<file path="config.mk">
export PLATFORM = sky130hd
export DESIGN_NAME = mem_arbiter
export DESIGN_NICKNAME = d
export VERILOG_FILES = /design/src/rtl/mem_arbiter.sv
export SDC_FILE = /design/constraint.sdc
export NUM_CORES = 1
export LEC_CHECK = 0
export ABC_AREA = 0
export BUFFER_PORTS_ARGS = -buffer_cell sky130_fd_sc_hd__buf_2
export CORE_AREA = 2 2 104 106
export CTS_CLUSTER_DIAMETER = 150
export DETAILED_ROUTE_END_ITERATION = 16
export DIE_AREA = 0 0 106 108
export HOLD_SLACK_MARGIN = 0.1
export PLACE_DENSITY = 0.58
export RECOVER_POWER = 100
export SLEW_MARGIN = 10
export SYNTH_ARGS = -nofsm -noshare
export SYNTH_HDL_FRONTEND = slang
export SYNTH_SLANG_ARGS = --single-unit
</file>
<file path="constraint.sdc">
create_clock -name CLK -period 1.5 [get_ports CLK]
set_input_delay 0.3 -clock CLK [delete_from_list [all_inputs] [get_ports CLK]]
set_output_delay 0.3 -clock CLK [all_outputs]
set_load 0.05 [all_outputs]
</file>
<file path="src/rtl/mem_arbiter.sv">
// Single-port RAM arbiter: instruction fetch vs data access.
// Data side wins ties; a streak counter bounds fetch starvation.
module mem_arbiter #(
   parameter int MAX_DSTREAK = 4,
   parameter int ADDR_W      = 32
) (
   input  logic              CLK,
   input  logic              nRST,
   input  logic              iREN,
   input  logic [ADDR_W-1:0] iaddr,
   output logic              iwait,
   output logic [ADDR_W-1:0] iload,
   input  logic              dREN,
   input  logic              dWEN,
   input  logic [ADDR_W-1:0] daddr,
   input  logic [ADDR_W-1:0] dstore,
   output logic              dwait,
   output logic [ADDR_W-1:0] dload,
   output logic              ramREN,
   output logic              ramWEN,
   output logic [ADDR_W-1:0] ramaddr,
   output logic [ADDR_W-1:0] ramstore,
   input  logic [ADDR_W-1:0] ramload,
   input  logic [1:0]        ramstate,
   output logic              ramerr
);

   typedef enum logic [1:0] {
      IDLE,
      I_ACC,
      D_ACC
   } state_t;

   localparam logic [1:0] RS_ACCESS = 2'd2;
   localparam logic [1:0] RS_ERROR  = 2'd3;
   localparam logic [3:0] MAXS      = 4'(MAX_DSTREAK);

   state_t     state, state_n;
   logic [3:0] dstreak, dstreak_n;
   logic       err_n;
   logic       dreq;
   logic       done;
   logic       fail;

   assign dreq = dREN | dWEN;
   assign done = (ramstate == RS_ACCESS);
   assign fail = (ramstate == RS_ERROR);

   assign iwait = iREN & ~((state == I_ACC) & done);
   assign dwait = dreq & ~((state == D_ACC) & done);
   assign iload = ramload;
   assign dload = ramload;

   always_ff @(posedge CLK or negedge nRST) begin
      if (!nRST) begin
         state   <= IDLE;
         dstreak <= '0;
         ramerr  <= 1'b0;
      end else begin
         state   <= state_n;
         dstreak <= dstreak_n;
         ramerr  <= err_n;
      end
   end

   always_comb begin
      state_n   = state;
      dstreak_n = dstreak;
      err_n     = 1'b0;
      ramREN    = 1'b0;
      ramWEN    = 1'b0;
      ramaddr   = '0;
      ramstore  = '0;
      unique case (state)
         IDLE: begin
            // a full streak hands one turn to the waiting fetch
            if (dreq && !(iREN && dstreak == MAXS)) begin
               state_n = D_ACC;
               if (!iREN)
                  dstreak_n = '0;
               else if (dstreak != MAXS)
                  dstreak_n = dstreak + 4'd1;
            end else if (iREN) begin
               state_n   = I_ACC;
               dstreak_n = '0;
            end
         end
         I_ACC: begin
            ramaddr = iaddr;
            ramREN  = iREN;
            err_n   = iREN & fail;
            if (!iREN || done || fail)
               state_n = IDLE;
         end
         D_ACC: begin
            ramaddr  = daddr;
            ramstore = dstore;
            ramWEN   = dWEN;
            ramREN   = dREN & ~dWEN;
            err_n    = dreq & fail;
            if (!dreq || done || fail)
               state_n = IDLE;
         end
         default: state_n = IDLE;
      endcase
   end

endmodule
</file>
# Yosys cells after proc, flatten, opt, wreduce, memory -nomap -nowiden
# Index checks and enable logic that the tools add are counted.
[classes] n_reduce_logical=13 n_eq_ne=10 add_sub_neg=1 mux=14 n_bitwise=11
[ops] operator="$pmux W32 S2" n=1
[ops] operator="$mux W32" n=1
[ops] operator="$mux W4" n=4
[ops] operator="$mux W2" n=4
[ops] operator="$and A1 B1 Y1" n=7
[ops] operator="$eq A2 B2 Y1 const B" n=3
[ops] operator="$pmux W2 S3" n=1
[ops] operator="$reduce_and A3 Y1" n=2
[ops] operator="$add A4 B1 Y4 const B" n=1
[ops] operator="$eq A4 B3 Y1 const B" n=1
[ops] operator="$logic_or A1 B1 Y1" n=4
[ops] operator="$ne A2 B1 Y1 const B" n=2
[ops] operator="$ne A4 B3 Y1 const B" n=1
[ops] operator="$pmux W1 S2" n=2
[ops] operator="$logic_not A1 Y1" n=3
[ops] operator="$ne A3 B2 Y1 const B" n=1
[ops] operator="$ne A3 B3 Y1 const B" n=1
[ops] operator="$not A1 Y1" n=3
[ops] operator="$eq A2 B1 Y1 const B" n=1
[ops] operator="$logic_and A1 B1 Y1" n=2
[ops] operator="$logic_not A2 Y1" n=1
[ops] operator="$reduce_bool A2 Y1" n=1
[ops] operator="$mux W1" n=1
[ops] operator="$or A1 B1 Y1" n=1
[word_totals] inputBits=135 ff_bits=7

# Longest topological paths before layout
[depth] word_depth=6 mapped_depth=7 mapped_depth_nobuf=5

# Worst setup path before layout
# OpenSTA, ideal clock, no wires.
[synth_timing] path_kind="register to output" from="register state[1]" to="output iwait" slack_ps=-860 stages_incl_launch_ff=6 arrival_time_ps=2060 required_ps=1200 cell_sequence="dfrtp_1 inv_1 ha_1 clkbuf_1 clkbuf_1 a21boi_0"
[synth_between] elab_chain_len=4
[synth_rtl] item="start: declaration" line="38" source="state_t state, state_n;"
[synth_rtl] item="start signal: assignment" line="60" source="state <= state_n;"
[synth_rtl] item="$eq A2 B1 Y1" line="49" source="assign iwait = iREN & ~((state == I_ACC) & done);"
[synth_rtl] item="$and A1 B1 Y1" line="49"
[synth_rtl] item="$not A1 Y1" line="49"
[synth_rtl] item="$and A1 B1 Y1" line="49"
[synth_rtl] item="end: declaration" line="11" source="output logic iwait,"
# No other way between the ends.

# Worst setup path after layout
[layout_timing] from="register state[0]" to="output ramaddr[18]"
[layout_between] elab_chain_len=2 word_cells_on_any_way=3 cone_classes="2 x eq/ne; 1 x mux"
[layout_rtl] item="$eq A2 B2 Y1 / $eq A2 B1 Y1 (equally long branches)" line="74" source="unique case (state)"
[layout_rtl] item="$pmux W32 S2 *" line="74"
[layout_rtl] item="end: declaration" line="21" source="output logic [ADDR_W-1:0] ramaddr,"
# Every way passes the cells marked *; elsewhere a longest branch is shown, timed or not.

==> reports/metrics.cfg <==
[synthesis]
synth_ff_type = dfrtp_1
synthTopCellsByArea = buf_4 (29%), a22oi_1 (14%), and2_1 (13%)
yosysWarnings = 0
async_reset_ff_frac = 1.00
synth_compound_area_frac = 0.217
syn_avg_cell_area_um2 = 7.27
synthMuxAreaShare = 0
yosysMostFrequentCell = buf_4
yosysTopAreaCellShare = 0.290
synthAdderAreaFrac = 0.0372
synth_edf_count = 0
synth_area_leader_cell = buf_4
yosys.area_share.simple = 0.305
ys_types = 27
syn_inst = 231
synth_area_um2 = 1680
synth_fp_nets = 371
ys_seq_area_frac = 0.104
synth_top_family_by_area = buffers and inverters
synth_xor_xnor_area_share = 0
ys_ff_latch = 7
synth_common_cells = buf_4 (65), and2_1 (34), nor2b_1 (33)

[die]
core-area_um2 = 10200
placementRows = 37
chipWidth_um = 106
initial_core_util = 0.164
num_io_pins = 268
die_area_um2 = 11400
dieHeight_um = 108

[detailed_routing]
drt_iter0_markers = 98
met2WireLength_um = 4760
vias = 2101
wirelength_met1_um = 3040
viasPerCell = 4.26
route.top_layer_used = met4
antenna_left = 0
wl_um = 8710
avgRoutedWirePerCell_um = 17.7
dr.pass1.iters = 4
route.met3.wl_um = 702
drc = 0

[grt]
overflow = 0
antenna_found_initial = 0
grt_pass1_wl_um = 12000
grt_pass1_vias = 2206
grt_max_degree = 18
track_usage = 0.134

[place]
gp_congestion = 0.892
port-buffer-count = 171
dp_cells = 471
dp_hpwl_um = 5650
dpl_cell_area_um2 = 2690

[status]
outcome = complete, but fails checks
failed_checks = setup timing

[setup_path]
cp.required_ns = 1.20
critPathTopFamily = buffers and inverters
cp-end-kind = primary output
rr_endpoint = state[1]$_DFFE_PN0P_
worst_path_max_delay_cell = dfrtp_1
slowest_delay_ns = 0.39
reg2reg_slack_ns = -0.13
path_buf_inv = 4
reg2regPathDepth = 7
cp.arrival_ns = 1.60
path_cells = inv_2, ha_4, buf_12, clkbuf_16, a22oi_2, nor2b_4, buf_6
r2r_start = state[1]$_DFFE_PN0P_
cp_max_fo = 7
start_kind = flop
crit_type = reg2out
cp-startpoint = state[0]$_DFFE_PN0P_

[timing]
hold_ws_ns = 0.364
period_minus_slack_ns = 1.90
postLayoutSetupSlackWorst_ns = -0.403
hold_viol = 0
slew_headroom = 0.595
rsz0062_at_grt = true
final_max_slew_viol_count = 0
fmax_mhz = 525
tightest_slew_ns = 0.609
setup_viol = 72
fin_skew_ns = 0.00167
fin_crit_sh = 1.27

[clocking]
clock_latency_ns = 0.22
h-tree-depth = 1
clockBufferDepth = 2
cts-root-buf = clkbuf_8
cts_buffers = 3
cts_num_sinks = 7
cts_tree = yes
clk_pin_slew_ns = 0.04

[power]
p_leak_nw = 1.77
peakVddDrop_uv = 874
total_power_mw = 8.47
p_per_area_nw_per_um2 = 2180

[final_layout]
num_antenna_cells = 0
drive_gt1_frac = 0.880
final_area_um2 = 3880
nets = 498
stdcell_count = 493
syn_to_final_growth_pct = 131
fillers = 1020

[hold_path]
hold_path_end = ramerr$_DFF_PN0_
hp-class = in2reg
whs_path_depth = 3
min-delay-start = ramstate[0]

[job]
max-cap-violations = 0

-- cell families (layout without fill, tap and decap cells) --
group / Yosys count / in the layout
AO/OA/AOI/OAI: 50 / 50
flip-flops: 7 / 7
adder cells (fa/ha/maj): 5 / 5
buffers and inverters: 86 / 212
AND/OR/NAND/NOR: 83 / 83
-- stage by stage --
| stage | utilization | worst slack [ns] | TNS [ns] |
|---|---|---|---|
| 3_3_place_gp | 0.263 | -0.230 | -12.78 |
| 4_1_cts | 0.362 | -0.426 | -22.45 |
| 5_1_grt | 0.379 | -0.472 | -27.13 |
| 3_5_place_dp | 0.263 | -0.273 | -15.64 |
| 2_1_floorplan | - | -0.0883 | -3.67 |
| 6_report | 0.379 | -0.403 | -22.46 |
-- worst max-delay path by stage --
stage	endpoint	slack, ns	cells past startpoint
2_1_floorplan	ramaddr[0]	-0.09	4
3_3_place_gp	ramaddr[8]	-0.23	6
3_5_place_dp	ramstore[5]	-0.27	5
4_1_cts	ramaddr[17]	-0.43	6
5_1_grt	ramaddr[16]	-0.47	6
6_report	ramaddr[18]	-0.40	7
-- where the power goes --
group	internal [mW]	total, mW	switching (mW)
sequential	0.253	0.311	0.0580
combinational	3.88	7.91	4.03
clock	0.183	0.259	0.0756
-- placed cells by master, fill, tap and decap left out, types with 2 or more instances in the layout --
master and count:
buf_2 101, buf_8 40, and2_4 34, a22oi_2 32, nor2b_4 32, buf_6 29
buf_4 10, buf_12 9, dfrtp_1 7, buf_16 6, inv_1 5, nand2_1 5
o21ai_1 3, o21ai_0 3, ha_4 3, clkbuf_8 3, clkbuf_1 3, clkbuf_16 3
inv_2 2, nand3_1 2, o221ai_1 2, o2bb2ai_1 2
-- state kept, by name (all words and copies together), names as in the netlist --
name,flops
dstreak,4
ramerr,1
state,2
-- area by class of cell --
cell class | instances | area [um^2] | share of cell area
well taps | 136 | 170 | 0.0438
repair buffers | 201 | 1950 | 0.501
multi-input cells | 138 | 1520 | 0.391
flip-flops and latches | 7 | 175 | 0.0451
inverters | 7 | 26.3 | 0.00677
clock buffers | 4 | 45.0 | 0.0116
-- worst min-delay path, delay by kind of cell --
family / cells / cell delay (ns)
and+or+nand+nor: 1 / 0.07
AOI/OAI and AO/OA: 1 / 0.06
buffers and inverters: 1 / 0.11
-- timing repair --
action                                  CTS  global route
endpoints found under the setup margin   72            74
gates cloned                              6             3
setup buffers                             7             2
hold buffers                              1             0
hold endpoints to repair                  7             0
pin swaps                                12             7
resized for setup                       210            36
-- per-layer routing --
layer / vias up / GRT usage
met1: 972 / 0.146
li1: 967 / -
met4: 0 / 0.0348
met3: 28 / 0.0271
met2: 134 / 0.264
met5: - / 0
(Power assumes the default switching activity.)
